`config.mk`:
```
export PLATFORM = sky130hd
export DESIGN_NAME = piso_serializer
export DESIGN_NICKNAME = d
export VERILOG_FILES = /design/src/rtl/piso_pkg.sv /design/src/rtl/piso_serializer.sv
export SDC_FILE = /design/constraint.sdc
export NUM_CORES = 1
export LEC_CHECK = 0
export ABC_AREA = 1
export BUFFER_PORTS_ARGS = -buffer_cell sky130_fd_sc_hd__clkbuf_2
export CAP_MARGIN = 15
export CORE_UTILIZATION = 49
export DETAILED_ROUTE_END_ITERATION = 16
export GPL_TIMING_DRIVEN = 0
export PLACE_DENSITY = 0.75
export SKIP_LAST_GASP = 1
export SLEW_MARGIN = 20
export SYNTH_ARGS = -nofsm -noshare
export SYNTH_HDL_FRONTEND = slang
export SYNTH_SLANG_ARGS = --single-unit
```
`constraint.sdc`:
```
create_clock -name clk -period 1.4 [get_ports clk]
set_clock_uncertainty 0.15 [all_clocks]
set_input_delay 0.28 -clock clk [delete_from_list [all_inputs] [get_ports clk]]
set_output_delay 0.28 -clock clk [all_outputs]
set_load 0.02 [all_outputs]
```
`src/rtl/piso_pkg.sv`:
```
// piso_pkg: shared state type and sizing helper for the PISO serializer
package piso_pkg;
  typedef enum logic {IDLE, SHIFT} piso_state_t;
  function automatic int cnt_width(input int data_width);
    return $clog2(data_width);
  endfunction
endpackage

```
`src/rtl/piso_serializer.sv`:
```
// piso_serializer: parallel-in serial-out serializer with frame markers and zero-gap streaming
module piso_serializer
  import piso_pkg::*;
#(
  parameter int DATA_WIDTH = 16,
  parameter logic MSB_FIRST = 1'b1,
  parameter logic IDLE_LEVEL = 1'b0
) (
  input logic clk,
  input logic reset,
  input logic [DATA_WIDTH-1:0] parallel_in,
  input logic load_valid,
  output logic load_ready,
  output logic serial_out,
  output logic serial_valid,
  output logic frame_start,
  output logic done,
  output logic busy
);
  localparam int CW = cnt_width(DATA_WIDTH);
  localparam logic [CW-1:0] CNT_TOP = CW'(DATA_WIDTH - 1);
  piso_state_t state, state_n;
  logic [DATA_WIDTH-1:0] sreg, sreg_n, shifted;
  logic [CW-1:0] bit_cnt, cnt_n;
  logic fire, last;
  always_comb begin
    load_ready = !reset && (state == IDLE || (state == SHIFT && bit_cnt == '0));
    fire = load_valid && load_ready;
    last = state == SHIFT && bit_cnt == '0;
    shifted = MSB_FIRST ? {sreg[DATA_WIDTH-2:0], 1'b0} : {1'b0, sreg[DATA_WIDTH-1:1]};
    state_n = fire ? SHIFT : last ? IDLE : state;
    sreg_n = fire ? parallel_in : state == SHIFT ? shifted : sreg;
    cnt_n = fire ? CNT_TOP : (state == SHIFT && !last) ? bit_cnt - CW'(1) : bit_cnt;
  end
  always_ff @(posedge clk) begin
    if (reset) begin
      state <= IDLE;
      sreg <= '0;
      bit_cnt <= '0;
      serial_out <= IDLE_LEVEL;
      serial_valid <= 1'b0;
      frame_start <= 1'b0;
      done <= 1'b0;
    end else begin
      state <= state_n;
      sreg <= sreg_n;
      bit_cnt <= cnt_n;
      serial_valid <= state_n == SHIFT;
      serial_out <= state_n == SHIFT ? (MSB_FIRST ? sreg_n[DATA_WIDTH-1] : sreg_n[0]) : IDLE_LEVEL;
      frame_start <= fire;
      done <= state_n == SHIFT && cnt_n == '0;
    end
  end
  assign busy = serial_valid;
endmodule

```
# Word level (Yosys, flattened, before mapping)
# Cells that the tools add are included.
totals:
  reg_bits: 24
  latch_bits: 0
  ram_bits: 0
  romBits: 0
  out_inout_bits: 6
  n_memories: 0
op_classes:
  n_addsub: 1
  mul: 0
  div: 0
  order_cmp: 0
  n_eq_ne: 0
  shifts: 0
  n_mux: 6
  bitwise: 2
  reduce_logical: 12
op_table:
  columns: ["operator", "n"]
  rows:
  - ["16-bit two-way mux", 2]
  - ["4-bit zero test", 2]
  - ["4-bit two-way mux", 2]
  - ["1-bit logical AND", 5]
  - ["4-bit by 1-bit subtractor with 4-bit output (second input constant)", 1]
  - ["1-bit zero test", 2]
  - ["1-bit two-way mux", 2]
  - ["1-bit inverter", 2]
  - ["2-bit nonzero test", 1]
  - ["2-bit OR reduction", 1]
  - ["1-bit logical OR", 1]

# Logic depth before layout (Yosys ltp)
depth:
  word_depth: 8
  ltp_mapped: 10
  mapped_depth_nobuf: 9

# Worst setup path after synthesis
# Ideal clock, no wire load.
synth_path:
  path_kind: "flip-flop to output port"
  from: "register bit_cnt[0]"
  to: "output load_ready"
  t_arrival_ns: 1.125
  t_required_ns: 0.970
  path_slack_ns: -0.155
  stages_incl_launch_ff: 8
  path_buffers: 1
  path_cell_list: "dfxtp_1 -> inv_1 -> ha_1 -> nand2_2 -> nand2_2 -> buf_2 -> nand2_1 -> inv_1"
synth_between:
  elab_chain_len: 4
synth_rtl:
  columns: ["element", "line", "rtl"]
  rows:
  - ["start, declared", "piso_serializer.sv:24", "logic [CW-1:0] bit_cnt, cnt_n;"]
  - ["start signal, assigned", "piso_serializer.sv:47", "bit_cnt <= cnt_n;"]
  - ["4-bit zero test", "piso_serializer.sv:27", "load_ready = !reset && (state == IDLE || (state == SHIFT && bit_cnt == '0));"]
  - ["1-bit logical AND", "piso_serializer.sv:27", null]
  - ["1-bit logical OR", "piso_serializer.sv:27", null]
  - ["1-bit logical AND", "piso_serializer.sv:27", null]
  - ["end, declared", "piso_serializer.sv:13", "output logic load_ready,"]
# Every way passes these cells.

# Final worst setup path
layout_path:
  from: "register bit_cnt[1]"
  to: "output load_ready"
# The elaborated chain is that of the path after synthesis.

==> flow_summary.toml <==
[run_status]
outcome = "finished, violations left"
violations = "setup timing"

[sta]
tightestPinTransition_ns = 0.468
finalSetupViolCount = 22
period_needed_ns = 1.77
fin_crit_sh_pct = 126
drv_slew = 0
timing.fmax_ghz = 0.565
rsz0062_at_grt = "yes"
setup-tns-final_ns = -3.73
final-hold-violation-count = 0
slew_headroom_pct = 68.8
finalWorstSetupSlack_ns = -0.370

[setup_path]
r2r_end = "sreg[1]"
crit_path_cell_trace = "inv_2 -> ha_4 -> nand2_4 -> nand2_4 -> buf_6 -> nand2_2 -> inv_2 -> buf_8"
cp_data_arrival_time_ns = 1.34
regToRegSetupSlack_ns = -0.21
timing.rr.start = "bit_cnt[1]"
critical-path-max-stage-delay_ns = 0.36
crit_start = "bit_cnt[1]"
critPathMaxFanout = 3
crit_end = "load_ready"
critPathRequiredTime_ns = 0.97
end_kind = "primary output"
r2r_cells = 11
critPathKind = "flop to primary output"
cp_slowest_cell = "dfxtp_2"
start_kind = "flop"

[clock_network]
clock_sinks = 24
htreeDepth = 1
clkTransAtPathRegs_ns = 0.13
clk_path_buf_depth = 2
root_buffer = "clkbuf_4"
cts_tree = "built"
cts_hold_buf = 0
cts_buffers = 3
clock_latency_ns = 0.32

[grt]
antenna_found_initial = 0
grt_max_degree = 13
grt_pass1_vias = 1128
grt_pass1_wl_um = 4820
grtUsageTotal_pct = 23.5
overflow = 0

[floorplan]
ios = 25
die_y_um = 54.1
rows = 18
fp.coreArea_mm2 = 0.00252
die_w_um = 54.1
initial_core_util_pct = 52.7
die-area_mm2 = 0.00293

[placed_design]
post-dp-hpwl_um = 1960
port_buffers = 23
dpl-instance-area_mm2 = 0.00150
gp_congestion = 0.734

[synth]
synthAdderAreaFrac_pct = 0.941
synth_cell_types = 22
synth_mux_area_share_pct = 0.753
synth_compound_area_share_pct = 3.20
ys_ff_latch = 24
syn_avg_cell_area_um2 = 6.55
yosysSeqAreaShare_pct = 36.1
ys_warn_count = 0
synthCells = 203
synth-simple-area-share_pct = 41.0
synthesis.area_mm2 = 0.00133
synth_top_family_by_area = "simple AND/OR/NAND/NOR gates"
syn-num-nets = 223
synth-xor-area-share_pct = 0

[route]
wl_um = 3120
drc = 0
final_antenna_net_count = 0
avgRoutedWirePerCell_um = 11.4
via_count = 1348
viasPerCell = 4.94
firstDrtPassIters = 4
drt_iter0_markers = 18

[cells_and_area]
fillers = 236
drive_above_1_share_pct = 31.3
syn_to_final_growth_pct = 30.4
final_net_count = 265
design_area_mm2 = 0.00173
diodes = 0

[power_and_ir_drop]
p_leak_nw = 1.03
ir_drop_mv = 0.914
finalPower_mw = 1.67
p_per_area_mw_per_mm2 = 963

[run]
cap_violations = 0

[worst_hold_path]
min_path_type = "primary input to flop"
[per-layer routing]
| metal | GRT usage, % | share of wire, % | vias to the layer above |
|---|---|---|---|
| met5 | 0 | 0 | - |
| met4 | 7.69 | 1.2 | 0 |
| met3 | 6.50 | 3.6 | 4 |
| met2 | 40.9 | 47 | 19 |
| met1 | 27.6 | 48 | 621 |
| li1 | - | - | 704 |
[metrics by stage]
stage / hold WS, ns / util (%) / setup WS [ns] / std cells
CTS: 0.0368 / 66.0 / -0.370 / 270
global placement: 0.311 / 59.6 / -0.339 / 256
finish: 0.0370 / 68.8 / -0.370 / 273
floorplan: 0.192 / - / 0.0104 / 203
detailed placement: 0.315 / 59.6 / -0.319 / 256
global route: 0.0280 / 68.8 / -0.435 / 273
[power by group]
part / leakage [nW] / internal, mW / switching, mW
Sequential: 0.198 / 0.739 / 0.0357
Clock: 0.0138 / 0.101 / 0.205
Combinational: 0.817 / 0.287 / 0.302
[critical path, delay by kind of cell, from the launching register on]
family	cells	cell delay, ns
adders and majority gates	1	0.16
and+or+nand+nor	3	0.17
buffers and inverters	4	0.32
DFF	1	0.36
[cells by family (layout without fill, tap and decap cells)]
group / after synthesis / after routing
AND/OR/NAND/NOR: 121 / 121
buffers and inverters: 51 / 91
adder cells (fa/ha/maj): 1 / 1
flip-flops: 24 / 24
AO/OA/AOI/OAI: 5 / 5
multiplexers: 1 / 1
[worst min-delay path by stage]
stage	depth (start not counted)	slack [ns]	to	from
2_1_floorplan	1	0.19	bit_cnt[1]	reset
3_3_place_gp	2	0.31	sreg[0]	sreg[0]
3_5_place_dp	2	0.32	sreg[0]	sreg[0]
4_1_cts	3	0.04	sreg[0]	parallel_in[0]
5_1_grt	3	0.03	sreg[0]	parallel_in[0]
6_report	3	0.04	sreg[0]	parallel_in[0]
[timing repair]
item	CTS	global route
resized for setup	15	11
buffers inserted	10	2
cloned	2	1
setup endpoints to repair	22	25
pin swaps	2	2
[Yosys cell counts (all sizes together)]
cell,count,area [um2]
dfxtp,24,480
inv,37,139
nor2,6,25.0
a21oi,2,21.3
nand2,80,318
buf,13,96.3
nand3,18,95.1
o21ai,1,8.76
mux2i,1,10.0
ha,1,12.5
nand4,16,100
a31oi,2,12.5
clkinv,1,3.75
nand3b,1,7.51
[state kept, by name, indices dropped and copies added (netlist names)]
signal,count
bit_cnt,4
busy,1
done,1
frame_start,1
serial_out,1
sreg,16
[placed cells by master, fill, tap and decap left out, drive strengths merged]
master / instances
clkbuf: 24
a31oi: 2
mux2i: 1
ha: 1
nand3b: 1
nand3: 18
buf: 29
clkinv: 1
a21oi: 2
nand4: 16
o21ai: 1
nand2: 80
dfxtp: 24
nor2: 6
inv: 37
[layout make-up]
type / count / area (um2) / share of cell area (%)
repair buffers: 38 / 287 / 16.5
multi-input cells: 128 / 656 / 37.8
well taps: 30 / 37.5 / 2.16
inverters: 38 / 145 / 8.37
flip-flops and latches: 24 / 488 / 28.1
clock buffers: 3 / 22.5 / 1.30
plain buffers: 12 / 98.8 / 5.70
(Power assumes the default switching activity.)
